--- src/rtl/sindoku_btn_conditioner.sv ---
// Button front end for the SINdoku game FSM: synchronizes, debounces and
// auto-repeats six push buttons into arbitrated single-cycle enables.
//
// state | meaning
// IDLE  | button released and quiet
// WQ    | raw press seen, waiting for it to stay stable
// SCEN  | press accepted, request the first pulse
// HOLD  | held, timing toward auto-repeat (non-repeat channels just wait)
// MCEN  | request an auto-repeat pulse
// RPT   | held, timing toward the next repeat pulse
// WREL  | released, waiting for the release to stay stable
module sindoku_btn_conditioner #(
    parameter int DEBOUNCE_CYCLES = 1_000_000,
    parameter int HOLD_CYCLES     = 50_000_000,
    parameter int REPEAT_CYCLES   = 15_000_000
) (
    input  logic Clk,
    input  logic Reset_n,
    input  logic BtnR,
    input  logic BtnL,
    input  logic BtnU,
    input  logic BtnD,
    input  logic BtnC,
    input  logic BtnCheck,
    output logic R,
    output logic L,
    output logic U,
    output logic D,
    output logic C,
    output logic CheckSolu
);

    localparam int NCH     = 6;
    localparam int MAX_A   = (DEBOUNCE_CYCLES > HOLD_CYCLES) ? DEBOUNCE_CYCLES : HOLD_CYCLES;
    localparam int MAX_CYC = (MAX_A > REPEAT_CYCLES) ? MAX_A : REPEAT_CYCLES;
    localparam int CW      = $clog2(MAX_CYC);

    localparam logic [CW-1:0] DEB_LAST  = CW'(DEBOUNCE_CYCLES - 1);
    localparam logic [CW-1:0] HOLD_LAST = CW'(HOLD_CYCLES - 1);
    localparam logic [CW-1:0] RPT_LAST  = CW'(REPEAT_CYCLES - 1);
    // Channel order: 0 R, 1 L, 2 U, 3 D, 4 C, 5 CheckSolu
    localparam logic [NCH-1:0] RPT_EN   = 6'b001111;

    typedef enum logic [2:0] {
        IDLE, WQ, SCEN, HOLD, MCEN, RPT, WREL
    } chan_state_t;

    logic [NCH-1:0] btn_raw;
    logic [NCH-1:0] s1;
    logic [NCH-1:0] s2;
    logic [NCH-1:0] req;
    logic [NCH-1:0] win;
    logic [NCH-1:0] out_q;

    chan_state_t   state     [NCH];
    chan_state_t   state_nxt [NCH];
    logic [CW-1:0] cnt       [NCH];
    logic [CW-1:0] cnt_nxt   [NCH];

    assign btn_raw = {BtnCheck, BtnC, BtnD, BtnU, BtnL, BtnR};

    always_ff @(posedge Clk or negedge Reset_n) begin
        if (!Reset_n) begin
            s1    <= '0;
            s2    <= '0;
            out_q <= '0;
            for (int i = 0; i < NCH; i++) begin
                state[i] <= IDLE;
                cnt[i]   <= '0;
            end
        end else begin
            s1    <= btn_raw;
            s2    <= s1;
            out_q <= win;
            for (int i = 0; i < NCH; i++) begin
                state[i] <= state_nxt[i];
                cnt[i]   <= cnt_nxt[i];
            end
        end
    end

    always_comb begin
        state_nxt = state;
        cnt_nxt   = cnt;
        req       = '0;
        for (int i = 0; i < NCH; i++) begin
            case (state[i])
                IDLE: begin
                    cnt_nxt[i] = '0;
                    if (s2[i]) state_nxt[i] = WQ;
                end
                WQ: begin
                    if (!s2[i]) begin
                        state_nxt[i] = IDLE;
                        cnt_nxt[i]   = '0;
                    end else if (cnt[i] == DEB_LAST) begin
                        state_nxt[i] = SCEN;
                    end else begin
                        cnt_nxt[i] = cnt[i] + 1'b1;
                    end
                end
                SCEN: begin
                    req[i]       = 1'b1;
                    state_nxt[i] = HOLD;
                    cnt_nxt[i]   = '0;
                end
                HOLD: begin
                    if (!s2[i]) begin
                        state_nxt[i] = WREL;
                        cnt_nxt[i]   = '0;
                    end else if (RPT_EN[i] && cnt[i] == HOLD_LAST) begin
                        state_nxt[i] = MCEN;
                    end else if (RPT_EN[i] || cnt[i] != '1) begin
                        cnt_nxt[i] = cnt[i] + 1'b1;
                    end
                end
                MCEN: begin
                    req[i]       = 1'b1;
                    state_nxt[i] = RPT;
                    cnt_nxt[i]   = '0;
                end
                RPT: begin
                    if (!s2[i]) begin
                        state_nxt[i] = WREL;
                        cnt_nxt[i]   = '0;
                    end else if (cnt[i] == RPT_LAST) begin
                        state_nxt[i] = MCEN;
                    end else begin
                        cnt_nxt[i] = cnt[i] + 1'b1;
                    end
                end
                WREL: begin
                    // A bounce back high resumes the hold without a new pulse
                    if (s2[i]) begin
                        state_nxt[i] = HOLD;
                        cnt_nxt[i]   = '0;
                    end else if (cnt[i] == DEB_LAST) begin
                        state_nxt[i] = IDLE;
                        cnt_nxt[i]   = '0;
                    end else begin
                        cnt_nxt[i] = cnt[i] + 1'b1;
                    end
                end
                default: begin
                    state_nxt[i] = IDLE;
                    cnt_nxt[i]   = '0;
                end
            endcase
        end
    end

    // Movement/enter requests are mutually exclusive: C > U > D > L > R, losers dropped
    always_comb begin
        win    = '0;
        win[5] = req[5];
        if (req[4])      win[4] = 1'b1;
        else if (req[2]) win[2] = 1'b1;
        else if (req[3]) win[3] = 1'b1;
        else if (req[1]) win[1] = 1'b1;
        else if (req[0]) win[0] = 1'b1;
    end

    assign {CheckSolu, C, D, U, L, R} = out_q;

endmodule

--- config.mk ---
export PLATFORM = sky130hd
export DESIGN_NAME = sindoku_btn_conditioner
export DESIGN_NICKNAME = d
export VERILOG_FILES = /design/src/rtl/sindoku_btn_conditioner.sv
export SDC_FILE = /design/constraint.sdc
export NUM_CORES = 1
export LEC_CHECK = 0
export CAP_MARGIN = 20
export CORE_UTILIZATION = 55
export CTS_BUF_LIST = sky130_fd_sc_hd__clkbuf_16
export DETAILED_ROUTE_END_ITERATION = 7
export HOLD_SLACK_MARGIN = 0.05
export PLACE_DENSITY_LB_ADDON = 0.3
export SLEW_MARGIN = 30
export SYNTH_ARGS = -nofsm -noshare
export SYNTH_HDL_FRONTEND = slang
export SYNTH_SLANG_ARGS = --single-unit
--- constraint.sdc ---
create_clock -name Clk -period 3.5 [get_ports Clk]
set_clock_uncertainty 0.15 [all_clocks]
set_input_delay 0.35 -clock Clk [delete_from_list [all_inputs] [get_ports Clk]]
set_output_delay 0.35 -clock Clk [all_outputs]
set_load 0.01 [all_outputs]
* After elaboration in Yosys (flattened, before gate mapping) *
Cells that the tools add are included.

word-level totals
  flip-flop bits (word level) = 192
  input port bits = 8
  memory bits (read-only) = 0
  bits in latches = 0
  bits in writable memories = 0
  logic and storage cells = 275
  output and inout port bits = 6
  memories = 0

cells by class
  reduce and logical (&&, ||, !) cells = 24
  divide/modulo/power cells = 0
  mux-type cells = 128
  bitwise gates (word level) = 0
  $mul = 0
  add/sub/neg operators = 6
  shifts and indexed selects = 0
  order comparisons = 0
  eq/ne operators = 102

operators by type and width
  operator                                               count
  two-way mux 26 bit                                     48
  case mux 26 bit (4 select lines)                       6
  adder 26 x 1 -> 26 bit, second input constant          6
  equality test 26 x 20 -> 1 bit, second input constant  6
  equality test 26 x 24 -> 1 bit, second input constant  6
  two-way mux 3 bit                                      52
  case mux 3 bit (7 select lines)                        6
  != test 3 bit, second input constant                   40
  equality test 26 bit, second input constant            4
  equality test 3 bit, second input constant             18
  != test 26 bit, second input constant                  2
  equality test 3 x 2 -> 1 bit, second input constant    12
  AND reduction 5 bit                                    6
  equality test 3 x 1 -> 1 bit, second input constant    6
  zero test 3 bit                                        6
  AND reduction 3 bit                                    6
  != test 2 bit, second input constant                   8
  two-way mux 1 bit                                      13
  OR reduction 2 bit                                     6
  two-way mux 2 bit                                      2
  two-way mux 4 bit                                      1

* Logic depth before layout (Yosys ltp) *
  word-level depth = 8
  depth in mapped cells = 9

* Worst setup path before layout *
Ideal clock, no wire load.

  path type = reg2reg
  start point = register cnt[88] (netlist bit)
  end point = register cnt[78] (netlist bit)
  library setup time = 125 ps
  arrival time = 2312 ps
  data required time = 3225 ps
  setup slack = 913 ps
  buffers on the path = 1
  clock period less this slack = 2587 ps
  stages on the path, launching flop included = 8
  cell sequence = dfrtp_1 or3_1 or4_1 or4_4 o221ai_4 buf_6 nor2_2 mux2_2

on the way
  longest elaborated chain between the ends = 4
  elaborated cells on any way between the ends = 10
  classes of those cells = eq/ne: 6; mux: 3; reduce/logical: 1

RTL lines
  element                           line     text
  start, declared                   57       logic [CW-1:0] cnt [NCH];
  start signal, assigned by index   77       cnt[i] <= cnt_nxt[i];
  equality test 26 x 20 -> 1 bit    96, 137
  two-way mux 26 bit                137      end else if (cnt[i] == DEB_LAST) begin
  two-way mux 26 bit                134      if (s2[i]) begin
  case mux 26 bit (4 select lines)  87       case (state[i])

Several ways; a longest one is shown, not always the timed one.
A chain may end at the register's enable or synchronous reset.

* Worst setup path after layout *
  start point = register cnt[142] (netlist bit)
  end point = register cnt[136] (netlist bit)

Same word-level chain as after synthesis.

==> results.toml <==
[pwr]
ir_drop_uv = 325
fin_total_pwr_mw = 4.75
power.density_nw_per_um2 = 403
p_leak_nw = 4.71

[worst_setup_path]
reg2reg_from = "cnt[142]"
reg2reg_to = "cnt[136]"
cp.arrival_ns = 3.03
critPathMaxFanout = 11
start_kind = "flip-flop"
worstSetupEndpoint = "cnt[136]"
startpoint = "cnt[142]"
critical_path_class = "flip-flop to flip-flop"
reg2reg_slack_ns = 0.64
end_kind = "flip-flop"
required_ns = 3.67
ff2ff_path_depth = 6

[place]
hpwl_um = 15800
gp_congestion = 0.953
dp_worst_setup_slack_ns = 0.687
portBuffers = 13

[floorplan]
die_w_um = 142
ios = 14
placementRows = 50
core-area_um2 = 19000
initial_core_util_pct = 56.8
die_h_um = 142
die-area_um2 = 20100

[sta]
period_minus_slack_ns = 2.86
hold_viol = 0
slew_headroom_pct = 43.2
finalCritPeriodShare_pct = 81.6
max_slew.worst_pin.slew_ns = 0.852
setup_ws_ns = 0.643
finalSetupViolations = 0
slew_viol_final = 0
clock.fmax_ghz = 0.350
rsz0062_at_grt = "false"
setup_tns_ns = 0

[global_routing]
met1_usage_pct = 35.1
grt_pass1_vias = 8459
met3_usage_pct = 4.12
overflow = 0
grt_max_degree = 106
grt_usage_pct = 24.5
grt_antenna_before_repair = 0
grt.met2_usage_pct = 38.0
top_usage_layer = "met2"
grt_first_pass_wirelength_um = 40200

[synth]
synth_nets = 1208
synth-edff-count = 0
netlist_instances = 1192
syn_area_per_cell_um2 = 9.03
synthTopCellsByArea = "dfrtp_1 45%, xor2_1 5.2%, nor2_1 4.4%"
yosysTopAreaCellShare_pct = 44.6
postSynth.asyncResetShare_pct = 100
yosysTopAreaCell = "dfrtp_1"
synthFlopType = "dfrtp_1"
yosysSeqAreaShare_pct = 44.6
syn_area_um2 = 10800
ys_ff_latch = 192
ys.warnings.count = 0
synthDistinctLibCells = 70

[clocking]
postCtsSetupBuffers = 0
cts_max_path_buffers = 2
clock-sinks = 192
clk_latency_ns = 0.44
cts_buffers = 17
cts_root_buffer = "clkbuf_16"
cts_tree = "done"
h-tree-depth = 4
path_clk_slew_ns = 0.07

[detailed_routing]
remaining_drc_errors = 0
drt-total-wl_um = 23100
wire_per_inst_um = 15.7
via_count = 9025
drtIter0Drc = 830
drt-pass1-iter-count = 5
ant_nets = 0
viasPerCell = 6.15

[final_layout]
layout-drive-gt1-share_pct = 5.63
diodes = 0
final_common_cell = "dfrtp_1"
syn_to_final_growth_pct = 9.53
mostFrequentLayoutCells = "192 x dfrtp_1, 127 x nor2_1, 93 x nand2_1, 86 x nand3_1, 82 x o21ai_0"
nets = 1210

[hold_path]
hp-class = "input pin to flip-flop"

[job]
max-cap-violations = 0

[run_status]
status = "completed"
## layer usage
metal | vias to the layer above | part of all wire [%]
met5 | - | 0
met4 | 0 | 1.1
met3 | 23 | 4.8
met2 | 254 | 46
met1 | 4368 | 48
li1 | 4380 | -
## flip-flops by register name (all words and copies together), names as in the netlist
signal  cells
cnt       156
state      18
s1          6
s2          6
out_q       6
## critical path: stages, from the launching register on
cell and delay [ns]:
dfrtp_1 0.43, or4_1 0.53, nor4_2 0.47, a31oi_1 0.23, a41oi_2 0.47, nor2b_1 0.18, a22o_1 0.27
## Yosys cell counts, drive strengths merged, types with 4 or more instances
| cell | count |
|---|---|
| a21o | 8 |
| a21oi | 46 |
| a22o | 10 |
| a31oi | 8 |
| and2 | 13 |
| and3 | 30 |
| and4 | 22 |
| and4b | 5 |
| buf | 8 |
| clkbuf | 35 |
| dfrtp | 192 |
| ha | 8 |
| inv | 22 |
| nand2 | 93 |
| nand2b | 14 |
| nand3 | 86 |
| nand3b | 7 |
| nand4 | 45 |
| nand4b | 7 |
| nor2 | 128 |
| nor2b | 9 |
| nor3 | 29 |
| nor3b | 7 |
| nor4 | 34 |
| nor4b | 9 |
| nor4bb | 4 |
| o211ai | 5 |
| o21a | 6 |
| o21ai | 83 |
| o21bai | 6 |
| o221ai | 4 |
| o22ai | 4 |
| o31ai | 10 |
| or2 | 9 |
| or3 | 32 |
| or4 | 16 |
| xnor2 | 37 |
| xor2 | 64 |
## power breakdown
part / internal, mW / switching (mW) / total [mW]
Sequential: 2.27 / 0.0829 / 2.35
Clock: 1.13 / 0.877 / 2.01
Combinational: 0.133 / 0.256 / 0.390
Total: 3.54 / 1.22 / 4.75
## how the worst min path moves through the flow
| stage | from | end | cells after the start |
|---|---|---|---|
| floorplan | Reset_n | cnt[0] | 0 |
| global placement | s1[4] | s2[4] | 0 |
| detailed placement | s1[5] | s2[5] | 0 |
| CTS | BtnU | s1[2] | 1 |
| global route | BtnU | s1[2] | 1 |
| finish | BtnU | s1[2] | 1 |
## cell type report
cell class                 instances  area (um^2)
clock buffer                      17          425
fill                            1561         7160
sequential                       192         4800
multi-input combinational        935         5710
tap                              260          325
inverter                          22         82.6
timing repair buffer              26          259
clock inverter                    15          183
## stage by stage
stage          util [%]  hold slack, ns  cells  cell area, um^2
2_1_floorplan         -         -0.0956   1192            10800
3_3_place_gp       58.9           0.182   1434            11200
3_5_place_dp       58.9           0.185   1434            11200
4_1_cts            62.2           0.184   1467            11800
5_1_grt            62.2           0.177   1467            11800
6_report           62.2           0.198   1467            11800
## what timing repair did
action	4_1_cts	5_1_grt
endpoints found under the setup margin	0	0
gates resized for setup	0	0
hold endpoints to repair	103	0
hold buffers	1	0
## kinds of logic after synthesis
| kind of cell | after synthesis | synth area share, % |
|---|---|---|
| simple gates | 605 | 30.6 |
| compound gates | 216 | 12.7 |
| flops | 192 | 44.6 |
| xor+xnor | 101 | 8.22 |
| buf+inv | 65 | 2.44 |
| fa+ha+maj | 8 | 0.930 |
| mux | 5 | 0.500 |
No activity file was read; power rests on OpenSTA's default activity.
